$ cat config.mk
export PLATFORM = sky130hd
export DESIGN_NAME = ppi_hs_port_flat
export DESIGN_NICKNAME = d
export VERILOG_FILES = /design/src/rtl/ppi_pkg.sv /design/src/rtl/ppi_hs_port_if.sv /design/src/rtl/ppi_fifo.sv /design/src/rtl/ppi_hs_port.sv /design/src/flat_wrapper.sv
export SDC_FILE = /design/constraint.sdc
export NUM_CORES = 1
export LEC_CHECK = 0
export ABC_AREA = 1
export CORE_AREA = 10 10 89 91
export DETAILED_ROUTE_END_ITERATION = 16
export DIE_AREA = 0 0 99 101
export HOLD_SLACK_MARGIN = 0.05
export PLACE_DENSITY = 0.82
export SETUP_SLACK_MARGIN = 0.15
export SYNTH_ARGS = -nofsm -noshare
export SYNTH_HDL_FRONTEND = slang
export SYNTH_SLANG_ARGS = --single-unit
$ cat constraint.sdc
create_clock -name clk -period 1.9 [get_ports clk]
set_input_delay 0.475 -clock clk [delete_from_list [all_inputs] [get_ports clk]]
set_output_delay 0.475 -clock clk [all_outputs]
set_load 0.05 [all_outputs]
$ cat src/rtl/ppi_pkg.sv
// Shared definitions for the 8255A-style PPI port channel.
// Holds the mode/direction encodings and the control-word bit positions
// that the bus-side control decode uses when it builds cfg_mode/cfg_dir.
package ppi_pkg;

  typedef enum logic {
    MODE_BASIC   = 1'b0,
    MODE_STROBED = 1'b1
  } ppi_mode_e;

  typedef enum logic {
    DIR_IN  = 1'b0,
    DIR_OUT = 1'b1
  } ppi_dir_e;

  // Control-word layout (mode-set word, flag bit = 1)
  localparam int unsigned CW_FLAG_BIT    = 7;
  localparam int unsigned CW_A_MODE_MSB  = 6;
  localparam int unsigned CW_A_MODE_LSB  = 5;
  localparam int unsigned CW_A_DIR_BIT   = 4;
  localparam int unsigned CW_CU_DIR_BIT  = 3;
  localparam int unsigned CW_B_MODE_BIT  = 2;
  localparam int unsigned CW_B_DIR_BIT   = 1;
  localparam int unsigned CW_CL_DIR_BIT  = 0;

endpackage

$ cat src/rtl/ppi_hs_port_if.sv
// Bus and peripheral-pin bundle for one ppi_hs_port channel.
//   cfg_wr/cfg_mode/cfg_dir : configuration load (flushes the buffer)
//   inte_set/inte_clr       : interrupt-enable control pulses
//   bus_rd/bus_wr/bus_din/bus_dout : decoded CPU access to this port
//   port_in/port_out/port_oe : peripheral data pins and driver enable
//   stb_n/ack_n             : active-low input strobe / output acknowledge
//   ibf/obf_n/intr/ovf/level : handshake status and buffer occupancy
// slave = the port channel, master = the bus/peripheral side driving it.
interface ppi_hs_port_if #(
  parameter int unsigned DW    = 8,
  parameter int unsigned DEPTH = 4
);
  localparam int unsigned AW = $clog2(DEPTH);

  logic          cfg_wr;
  logic          cfg_mode;
  logic          cfg_dir;
  logic          inte_set;
  logic          inte_clr;
  logic          bus_rd;
  logic          bus_wr;
  logic [DW-1:0] bus_din;
  logic [DW-1:0] bus_dout;
  logic [DW-1:0] port_in;
  logic [DW-1:0] port_out;
  logic          port_oe;
  logic          stb_n;
  logic          ack_n;
  logic          ibf;
  logic          obf_n;
  logic          intr;
  logic          ovf;
  logic [AW:0]   level;

  modport slave (
    input  cfg_wr, cfg_mode, cfg_dir, inte_set, inte_clr,
    input  bus_rd, bus_wr, bus_din, port_in, stb_n, ack_n,
    output bus_dout, port_out, port_oe, ibf, obf_n, intr, ovf, level
  );

  modport master (
    output cfg_wr, cfg_mode, cfg_dir, inte_set, inte_clr,
    output bus_rd, bus_wr, bus_din, port_in, stb_n, ack_n,
    input  bus_dout, port_out, port_oe, ibf, obf_n, intr, ovf, level
  );

endinterface

$ cat src/rtl/ppi_fifo.sv
// Synchronous FIFO used as the mode-1 handshake buffer.
// Ports: clk, reset (sync, active-high), flush, push/wdata, pop,
//        head (entry at the read pointer), full, empty, level.
// A pop on an empty buffer is ignored; a push on a full buffer is dropped
// unless a pop happens in the same cycle, in which case both take effect.
module ppi_fifo #(
  parameter int unsigned DW    = 8,
  parameter int unsigned DEPTH = 4
) (
  input  logic                     clk,
  input  logic                     reset,
  input  logic                     flush,
  input  logic                     push,
  input  logic [DW-1:0]            wdata,
  input  logic                     pop,
  output logic [DW-1:0]            head,
  output logic                     full,
  output logic                     empty,
  output logic [$clog2(DEPTH):0]   level
);
  localparam int unsigned AW = $clog2(DEPTH);

  logic [DW-1:0] mem_q [DEPTH];
  logic [AW-1:0] wr_ptr_q, rd_ptr_q;
  logic [AW:0]   cnt_q;
  logic          do_push, do_pop;

  assign empty   = (cnt_q == '0);
  assign full    = (cnt_q == (AW+1)'(DEPTH));
  assign do_pop  = pop & ~empty;
  assign do_push = push & (~full | do_pop);
  assign head    = mem_q[rd_ptr_q];
  assign level   = cnt_q;

  always_ff @(posedge clk) begin
    if (reset || flush) begin
      wr_ptr_q <= '0;
      rd_ptr_q <= '0;
      cnt_q    <= '0;
    end else begin
      if (do_push) wr_ptr_q <= wr_ptr_q + 1'b1;
      if (do_pop)  rd_ptr_q <= rd_ptr_q + 1'b1;
      case ({do_push, do_pop})
        2'b10:   cnt_q <= cnt_q + 1'b1;
        2'b01:   cnt_q <= cnt_q - 1'b1;
        default: cnt_q <= cnt_q;
      endcase
    end
  end

  // Storage is not reset; empty gates every consumer of head.
  always_ff @(posedge clk) begin
    if (do_push && !flush && !reset) mem_q[wr_ptr_q] <= wdata;
  end

endmodule

$ cat src/rtl/ppi_hs_port.sv
// One 8255A-style PPI port channel: mode 0 (basic, latched) and mode 1
// (strobed, DEPTH-entry buffered) in either direction.
// Ports: clk, reset (sync, active-high), hs (ppi_hs_port_if.slave) carrying
//        configuration, CPU bus access, peripheral pins and status flags.
// Optional build macro PPI_SYNC_STAGES_EN: adds a 2-flop synchroniser on
// stb_n/ack_n and a matching 2-cycle delay on port_in.
module ppi_hs_port
  import ppi_pkg::*;
#(
  parameter int unsigned DW    = 8,
  parameter int unsigned DEPTH = 4
) (
  input  logic          clk,
  input  logic          reset,
  ppi_hs_port_if.slave  hs
);
  localparam int unsigned AW = $clog2(DEPTH);

  logic          stb_sync, ack_sync;
  logic [DW-1:0] pin_sync;

`ifdef PPI_SYNC_STAGES_EN
  logic [1:0]    stb_s_q, ack_s_q;
  logic [DW-1:0] pin_s1_q, pin_s2_q;

  always_ff @(posedge clk) begin
    if (reset) begin
      stb_s_q  <= '1;
      ack_s_q  <= '1;
      pin_s1_q <= '0;
      pin_s2_q <= '0;
    end else begin
      stb_s_q  <= {stb_s_q[0], hs.stb_n};
      ack_s_q  <= {ack_s_q[0], hs.ack_n};
      pin_s1_q <= hs.port_in;
      pin_s2_q <= pin_s1_q;
    end
  end

  assign stb_sync = stb_s_q[1];
  assign ack_sync = ack_s_q[1];
  assign pin_sync = pin_s2_q;
`else
  assign stb_sync = hs.stb_n;
  assign ack_sync = hs.ack_n;
  assign pin_sync = hs.port_in;
`endif

  ppi_mode_e     mode_q;
  ppi_dir_e      dir_q;
  logic          inte_q, inte_d;
  logic          ovf_q, ovf_d;
  logic [DW-1:0] port_out_q, port_out_d;
  logic [DW-1:0] pin_q;
  logic          stb_prev_q, ack_prev_q;

  logic          stb_fall, ack_fall;
  logic          s_in, s_out, basic_out;

  logic          fifo_push, fifo_pop;
  logic [DW-1:0] fifo_wdata, fifo_head;
  logic          fifo_full, fifo_empty;
  logic [AW:0]   fifo_level;

  assign stb_fall  = stb_prev_q & ~stb_sync;
  assign ack_fall  = ack_prev_q & ~ack_sync;
  assign s_in      = (mode_q == MODE_STROBED) && (dir_q == DIR_IN);
  assign s_out     = (mode_q == MODE_STROBED) && (dir_q == DIR_OUT);
  assign basic_out = (mode_q == MODE_BASIC)   && (dir_q == DIR_OUT);

  // cfg_wr suppresses every buffer operation in its cycle.
  always_comb begin
    fifo_push  = 1'b0;
    fifo_pop   = 1'b0;
    fifo_wdata = pin_sync;
    if (!hs.cfg_wr) begin
      if (s_in) begin
        fifo_push = stb_fall;
        fifo_pop  = hs.bus_rd;
      end else if (s_out) begin
        fifo_push  = hs.bus_wr;
        fifo_pop   = ack_fall;
        fifo_wdata = hs.bus_din;
      end
    end
  end

  always_comb begin
    ovf_d      = ovf_q | (fifo_push & fifo_full & ~fifo_pop);
    inte_d     = inte_q;
    port_out_d = port_out_q;
    if (hs.inte_set) inte_d = 1'b1;
    if (hs.inte_clr) inte_d = 1'b0;
    // In mode 1 output, keep a copy of the head so the pins hold the
    // last value after the final acknowledge empties the buffer.
    if (basic_out && hs.bus_wr)    port_out_d = hs.bus_din;
    else if (s_out && !fifo_empty) port_out_d = fifo_head;
    if (hs.cfg_wr) begin
      ovf_d      = 1'b0;
      inte_d     = 1'b0;
      port_out_d = '0;
    end
  end

  always_ff @(posedge clk) begin
    if (reset) begin
      mode_q     <= MODE_BASIC;
      dir_q      <= DIR_IN;
      inte_q     <= 1'b0;
      ovf_q      <= 1'b0;
      port_out_q <= '0;
      pin_q      <= '0;
      stb_prev_q <= 1'b1;
      ack_prev_q <= 1'b1;
    end else begin
      if (hs.cfg_wr) begin
        mode_q <= ppi_mode_e'(hs.cfg_mode);
        dir_q  <= ppi_dir_e'(hs.cfg_dir);
      end
      inte_q     <= inte_d;
      ovf_q      <= ovf_d;
      port_out_q <= port_out_d;
      pin_q      <= pin_sync;
      stb_prev_q <= stb_sync;
      ack_prev_q <= ack_sync;
    end
  end

  ppi_fifo #(
    .DW    (DW),
    .DEPTH (DEPTH)
  ) u_fifo (
    .clk   (clk),
    .reset (reset),
    .flush (hs.cfg_wr),
    .push  (fifo_push),
    .wdata (fifo_wdata),
    .pop   (fifo_pop),
    .head  (fifo_head),
    .full  (fifo_full),
    .empty (fifo_empty),
    .level (fifo_level)
  );

  logic [DW-1:0] port_out_w;
  assign port_out_w = (s_out && !fifo_empty) ? fifo_head : port_out_q;

  always_comb begin
    if (s_in)                 hs.bus_dout = fifo_empty ? '0 : fifo_head;
    else if (dir_q == DIR_OUT) hs.bus_dout = port_out_w;
    else                      hs.bus_dout = pin_q;
  end

  assign hs.port_out = port_out_w;
  assign hs.port_oe  = (dir_q == DIR_OUT);
  assign hs.ibf      = s_in & ~fifo_empty;
  assign hs.obf_n    = ~(s_out & ~fifo_empty);
  // Input: interrupt once the strobe has returned high with data waiting.
  // Output: interrupt while there is room and the acknowledge is idle.
  assign hs.intr     = (s_in  & inte_q & ~fifo_empty & stb_prev_q) |
                       (s_out & inte_q & ~fifo_full  & ack_prev_q);
  assign hs.ovf      = ovf_q;
  assign hs.level    = fifo_level;

endmodule

$ cat src/flat_wrapper.sv
// flat-port wrapper written by rule: the top's interface ports become plain ports
module ppi_hs_port_flat import ppi_pkg::*;
#(
  parameter int unsigned DW    = 8,
  parameter int unsigned DEPTH = 4
)
  (clk, reset, hs_cfg_wr, hs_cfg_mode, hs_cfg_dir, hs_inte_set, hs_inte_clr, hs_bus_rd, hs_bus_wr, hs_bus_din, hs_port_in, hs_stb_n, hs_ack_n, hs_bus_dout, hs_port_out, hs_port_oe, hs_ibf, hs_obf_n, hs_intr, hs_ovf, hs_level);
  ppi_hs_port_if #(.DW(DW), .DEPTH(DEPTH)) hs_i ();
  input  logic clk;
  input  logic reset;
  input wire logic [$bits(hs_i.cfg_wr)-1:0] hs_cfg_wr;
  input wire logic [$bits(hs_i.cfg_mode)-1:0] hs_cfg_mode;
  input wire logic [$bits(hs_i.cfg_dir)-1:0] hs_cfg_dir;
  input wire logic [$bits(hs_i.inte_set)-1:0] hs_inte_set;
  input wire logic [$bits(hs_i.inte_clr)-1:0] hs_inte_clr;
  input wire logic [$bits(hs_i.bus_rd)-1:0] hs_bus_rd;
  input wire logic [$bits(hs_i.bus_wr)-1:0] hs_bus_wr;
  input wire logic [$bits(hs_i.bus_din)-1:0] hs_bus_din;
  input wire logic [$bits(hs_i.port_in)-1:0] hs_port_in;
  input wire logic [$bits(hs_i.stb_n)-1:0] hs_stb_n;
  input wire logic [$bits(hs_i.ack_n)-1:0] hs_ack_n;
  output wire logic [$bits(hs_i.bus_dout)-1:0] hs_bus_dout;
  output wire logic [$bits(hs_i.port_out)-1:0] hs_port_out;
  output wire logic [$bits(hs_i.port_oe)-1:0] hs_port_oe;
  output wire logic [$bits(hs_i.ibf)-1:0] hs_ibf;
  output wire logic [$bits(hs_i.obf_n)-1:0] hs_obf_n;
  output wire logic [$bits(hs_i.intr)-1:0] hs_intr;
  output wire logic [$bits(hs_i.ovf)-1:0] hs_ovf;
  output wire logic [$bits(hs_i.level)-1:0] hs_level;
  assign hs_i.cfg_wr = hs_cfg_wr;
  assign hs_i.cfg_mode = hs_cfg_mode;
  assign hs_i.cfg_dir = hs_cfg_dir;
  assign hs_i.inte_set = hs_inte_set;
  assign hs_i.inte_clr = hs_inte_clr;
  assign hs_i.bus_rd = hs_bus_rd;
  assign hs_i.bus_wr = hs_bus_wr;
  assign hs_i.bus_din = hs_bus_din;
  assign hs_i.port_in = hs_port_in;
  assign hs_i.stb_n = hs_stb_n;
  assign hs_i.ack_n = hs_ack_n;
  assign hs_bus_dout = hs_i.bus_dout;
  assign hs_port_out = hs_i.port_out;
  assign hs_port_oe = hs_i.port_oe;
  assign hs_ibf = hs_i.ibf;
  assign hs_obf_n = hs_i.obf_n;
  assign hs_intr = hs_i.intr;
  assign hs_ovf = hs_i.ovf;
  assign hs_level = hs_i.level;
  ppi_hs_port #(.DW(DW), .DEPTH(DEPTH)) u_core (.clk(clk), .reset(reset), .hs(hs_i));
endmodule
* Yosys cells after proc, flatten, opt, wreduce, memory -nomap -nowiden *
Memories as Yosys holds them, arrays and structs flattened. A register that Yosys moved wholly into a read port is not among the register bits.
Cells that the tools add are included.
W data, S select, Z words.

word-level totals
  register bits after elaboration = 29
  memory bits (writable) = 32
  input port bits = 27
  output and inout bits = 24
  memories = 1

operators by class
  $add $sub $neg = 4
  equal/unequal tests = 3
  muxes and demuxes = 19
  bitwise gates (word level) = 25
  reduce and logical (&&, ||, !) cells = 15

memory list
  name                 depth  width  rd ports  clocked after Yosys merged registers in  write ports  line            source
  u_core.u_fifo.mem_q  4      8      1         1                                        1            ppi_fifo.sv:23  logic [DW-1:0] mem_q [DEPTH];

operator list
  operator               count
  $mux W8                8
  $and A1 B1 Y1          14
  $mux W1                8
  $not A1 Y1             8
  $logic_and A1 B1 Y1    7
  $pmux W3 S2            1
  $add A2 B1 Y2 const B  2
  $mux W2                2
  $add A3 B1 Y3 const B  1
  $eq A3 B3 Y1 const B   1
  $logic_not A1 Y1       3
  $logic_not A3 Y1       1
  $or A1 B1 Y1           3
  $reduce_or A3 Y1       1
  $sub A3 B1 Y3 const B  1
  $eq A2 B1 Y1 const B   1
  $eq A2 B2 Y1 const B   1
  $reduce_bool A2 Y1     1
  $reduce_or A2 Y1       1
  $logic_or A1 B1 Y1     1

* Depth between registers and ports, before layout *
  depth after elaboration = 12
  mapped depth = 14
  depth with buffers taken out = 13

* By module *
Synthesis repeated with hierarchy kept, for this count alone.

unflattened totals
  cells, all modules = 326
  area total of the unflattened synthesis = 2,875.3 µm²

by module, submodules not included
  module       times used  cells an instance  area an instance (µm²)  sequential area each (µm²)
  ppi_fifo     1           144                1,659.1                 1,141.1
  ppi_hs_port  1           182                1,216.2                 440.4

* Least setup slack after synthesis *
No wires, ideal clock.

  kind = register to output
  start = register u_core.u_fifo.cnt_q[2], in the netlist u_core.u_fifo.level[2]
  end = output hs_bus_dout[0]
  arrival time = 2,629 ps
  path slack = -1,204 ps
  stages on the path, launching flop included = 9
  cell sequence = dfxtp_1 -> inv_1 -> nand2_1 -> inv_1 -> nor2_1 -> inv_1 -> nor2_1 -> a21oi_1 -> o21ai_0

between the ends
  longest elaborated chain between the ends = 6
  elaborated cells between the ends (all ways) = 7
  classes of those cells = 4 x mux; 3 x reduce/logical

RTL lines
  element                 line                source
  start, declared         ppi_fifo.sv:25      logic [AW:0] cnt_q;
  start signal, assigned  ppi_fifo.sv:44      2'b10: cnt_q <= cnt_q + 1'b1;
  start signal, assigned  ppi_fifo.sv:45      2'b01: cnt_q <= cnt_q - 1'b1;
  start signal, assigned  ppi_fifo.sv:46      default: cnt_q <= cnt_q;
  $logic_not A3 Y1 *      ppi_fifo.sv:28      assign empty = (cnt_q == '0);
  $logic_not A1 Y1        ppi_hs_port.sv:146  assign port_out_w = (s_out && !fifo_empty) ? fifo_head : port_out_q;
  $logic_and A1 B1 Y1     ppi_hs_port.sv:146
  $mux W8                 ppi_hs_port.sv:146
  $mux W8                 ppi_hs_port.sv:150  else if (dir_q == DIR_OUT) hs.bus_dout = port_out_w;
  $mux W8 *               ppi_hs_port.sv:149  if (s_in) hs.bus_dout = fifo_empty ? '0 : fifo_head;
  end, declared           flat_wrapper.sv:22  output wire logic [$bits(hs_i.bus_dout)-1:0] hs_bus_dout;

Every way passes the cells marked *; elsewhere a longest branch is shown, timed or not.

* Worst setup path in the final report *
  start = register u_core.u_fifo.cnt_q[0], in the netlist u_core.u_fifo.level[0]
  end = output hs_bus_dout[0]

The elaborated chain is that of the path after synthesis.

==> metrics.yaml <==
wl_per_cell_um: 18.00
drtIter0Drc: 241
violations: "negative setup slack"
syn_inst: 327
slew_viol_final: 0
ys_warn_count: 0
grtUsageMet3_pct: 5.487
path_class: "flip-flop to primary output"
cellLeakagePower_nw: 1.972
maxCapViolations: 0
viasPerCell: 5.381
die_w_um: 99
ys_types: 27
grt_overflow_total: 0
cts_made_buffers: 9
grt_pass1_vias: 2833
rsz0062_at_grt: "yes"
die_y_um: 101
synth_top_family_by_area: "simple AND/OR/NAND/NOR gates"
hp-class: "input pin to flip-flop"
r2r_slack_ns: 0
grt_pass1_wl_mm: 13.69
critPathSlowestCell: "dfxtp_4"
fin_tns_setup_ns: -4.605
critPathCaptureType: "primary output"
required_ns: 1.42
p_total_mw: 3.115
status: "finished, violations left"
n_fill_cell: 368
grt_max_degree: 17
critPathMaxStageDelay_ns: 0.36
clk_pin_slew_ns: 0.07
finalHoldViolCount: 0
fmax_mhz: 441.4
critPathTopFamily: "buffers and inverters"
hold_path_depth: 3
cp_max_fo: 7
synth_nets: 359
routabilityCongestion: 0.8792
synth.area.mux_share_pct: 0
synth_fa_ha_area_share_pct: 2.470
htreeDepth: 3
critPathLaunchType: "flip-flop"
portBuffers: 50
pre_cts_slack_ns: -0.3114
reg2reg_from: "u_core.hs.port_oe$_SDFFE_PP0P_"
cts_sinks: 63
relSlewSlack_pct: 74.17
cellPowerDensity_nw_per_um2: 671.0
fin_crit_ns: 2.266
netlist_area_um2: 2836
ios: 51
core_um2: 6205
vias: 2798
syn_avg_cell_area_um2: 8.674
start_util_pct: 45.71
tightest_slew_ns: 0.3865
synthXorXnorAreaFrac_pct: 0
setup_violations: 18
cp.depth: 9
ant_nets: 0
nets: 470
holdCritStartpoint: "hs_stb_n"
finalCritPeriodShare_pct: 119.2
setup_slack_ns: -0.3657
path_cells: "nor2_4 -> nand2_2 -> inv_2 -> nor2_4 -> clkbuf_16 -> o21ai_4 -> buf_6 -> o21ai_4 -> buf_12"
hold-path-endpoint: "u_core.stb_prev_q$_SDFF_PP1_"
crit_arrival_ns: 1.79
clockBufferDepth: 2
cts_tree: "built"
peakVddDrop_mv: 0.5567
synth_compound_area_share_pct: 12.44
worstReg2RegEnd: "u_core.u_fifo.mem_q[0][3]$_DFFE_PP_"
ys_seq_area_share_pct: 55.76
hold_buffers: 0
cp.buffers_inverters: 4
use_met2_pct: 30.71
grt-busiest-layer: "met2"
skew_ns: 0.01122
reg2regPathDepth: 11
dieArea_um2: 9999
drc_errors: 0
antenna_cells: 0
synthSimpleGateAreaFrac_pct: 20.86
antenna_found_initial: 0
root_buffer: "clkbuf_8"
grtUsageMet1_pct: 18.07
syn_to_final_growth_pct: 63.65
layout-drive-gt1-share_pct: 43.12
dr.pass1.iters: 5
grt_usage_pct: 17.21
dp_hpwl_mm: 5.339
ys_ff_latch: 63
drt_wl_total_mm: 9.362
clk_latency_ns: 0.34
placementRows: 29
[flip-flops by register name (all words and copies together) (netlist names), named ones only]
signal and flops:
u_core.mode_q 1, u_core.stb_prev_q 1, u_core.pin_q 8, u_core.hs.port_oe 1
u_core.hs.ovf 1, u_core.u_fifo.rd_ptr_q 2, u_core.port_out_q 8, u_core.inte_q 1
u_core.ack_prev_q 1, u_core.u_fifo.mem_q 32, u_core.u_fifo.level 3, u_core.u_fifo.wr_ptr_q 2
[cells in the mapped netlist (all sizes together)]
cell / instances / area, um^2
nor2: 43 / 183.9
nand2: 65 / 264.0
a21oi: 35 / 178.9
dfxtp: 31 / 620.6
clkbuf: 1 / 3.750
o21ai: 34 / 173.9
fa: 1 / 20.02
inv: 45 / 171.4
nand3: 23 / 120.1
edfxtp: 32 / 960.9
nand4: 2 / 12.51
buf: 9 / 65.06
ha: 4 / 50.05
or2: 1 / 6.260
nor3: 1 / 5.000
[worst max path at each step]
stage	endpoint	slack (ns)	from
after CTS	hs_bus_dout[1]	-0.34	u_core.u_fifo.level[1]$_SDFFE_PP0P_
after global routing	hs_bus_dout[0]	-0.44	u_core.mode_q$_SDFFE_PP0P_
final	hs_bus_dout[0]	-0.37	u_core.u_fifo.level[0]$_SDFFE_PP0P_
after floorplan	hs_bus_dout[0]	-0.02	u_core.hs.port_oe$_SDFFE_PP0P_
after detailed placement	u_core.u_fifo.mem_q[0][3]$_DFFE_PP_	-0.31	hs_bus_wr
after global placement	u_core.u_fifo.mem_q[0][3]$_DFFE_PP_	-0.25	hs_bus_wr
[what timing repair did]
item | 4_1_cts | 5_1_grt
pin swaps | 14 | 16
endpoints found under the setup margin | 53 | 65
gates resized for setup | 68 | 36
buffers inserted | 14 | 3
gates cloned | 1 | 0
[cell usage in the layout, fill, tap and decap left out, types with 3 or more instances in the layout]
cell and instances:
nand2_1 48, buf_4 46, edfxtp_1 32, nor2_1 31, dfxtp_1 25, clkdlybuf4s50_1 24
inv_1 23, a21oi_1 23, nand3_1 20, buf_6 20, inv_2 15, o21ai_4 14
o21ai_0 14, a21oi_2 12, clkbuf_8 12, nor2_4 11, buf_12 11, nand2_4 9
nand2_2 8, dfxtp_4 6, buf_8 6, inv_4 5, o21ai_2 4, ha_1 4
nand3_2 3
[report_power, final]
part	switching, mW	internal, mW
logic	0.250	0.209
clock network	0.535	0.657
registers	0.0167	1.45
[cells by family after synthesis]
| logic type | count (synthesis) |
|---|---|
| AOI/OAI and AO/OA | 69 |
| DFF | 63 |
| adders and majority gates | 5 |
| and+or+nand+nor | 135 |
| buffers and inverters | 55 |
[stage by stage]
step	hold WS (ns)	util (%)	cells	area [um^2]
6_report	0.3355	74.81	520	4642
5_1_grt	0.3428	74.81	520	4642
4_1_cts	0.4811	72.60	517	4504
3_5_place_dp	0.4674	63.08	486	3914
3_3_place_gp	0.4509	63.08	486	3914
2_1_floorplan	0.4356	-	327	3014
[tightest hold or removal path: cells and delay by family]
family,cells,cell delay [ns]
buffers and inverters,2,0.13
and+or+nand+nor,1,0.04
[routing by layer]
| layer | share of wire (%) | vias to the layer above |
|---|---|---|
| met3 | 7.6 | 37 |
| met4 | 4.1 | 0 |
| met1 | 36 | 1314 |
| met2 | 52 | 150 |
| li1 | - | 1297 |
| met5 | 0 | - |
[cell type report]
type / count / area (um^2) / share of cell area [%]
clock inverter: 2 / 10.01 / 0.2156
multi-input combinational: 209 / 1368 / 29.46
sequential: 63 / 1604 / 34.56
tap: 77 / 96.34 / 2.075
timing repair buffer: 110 / 1171 / 25.23
clock buffer: 14 / 193.9 / 4.178
inverter: 45 / 198.9 / 4.286
Power figures use the tool's default switching activity.
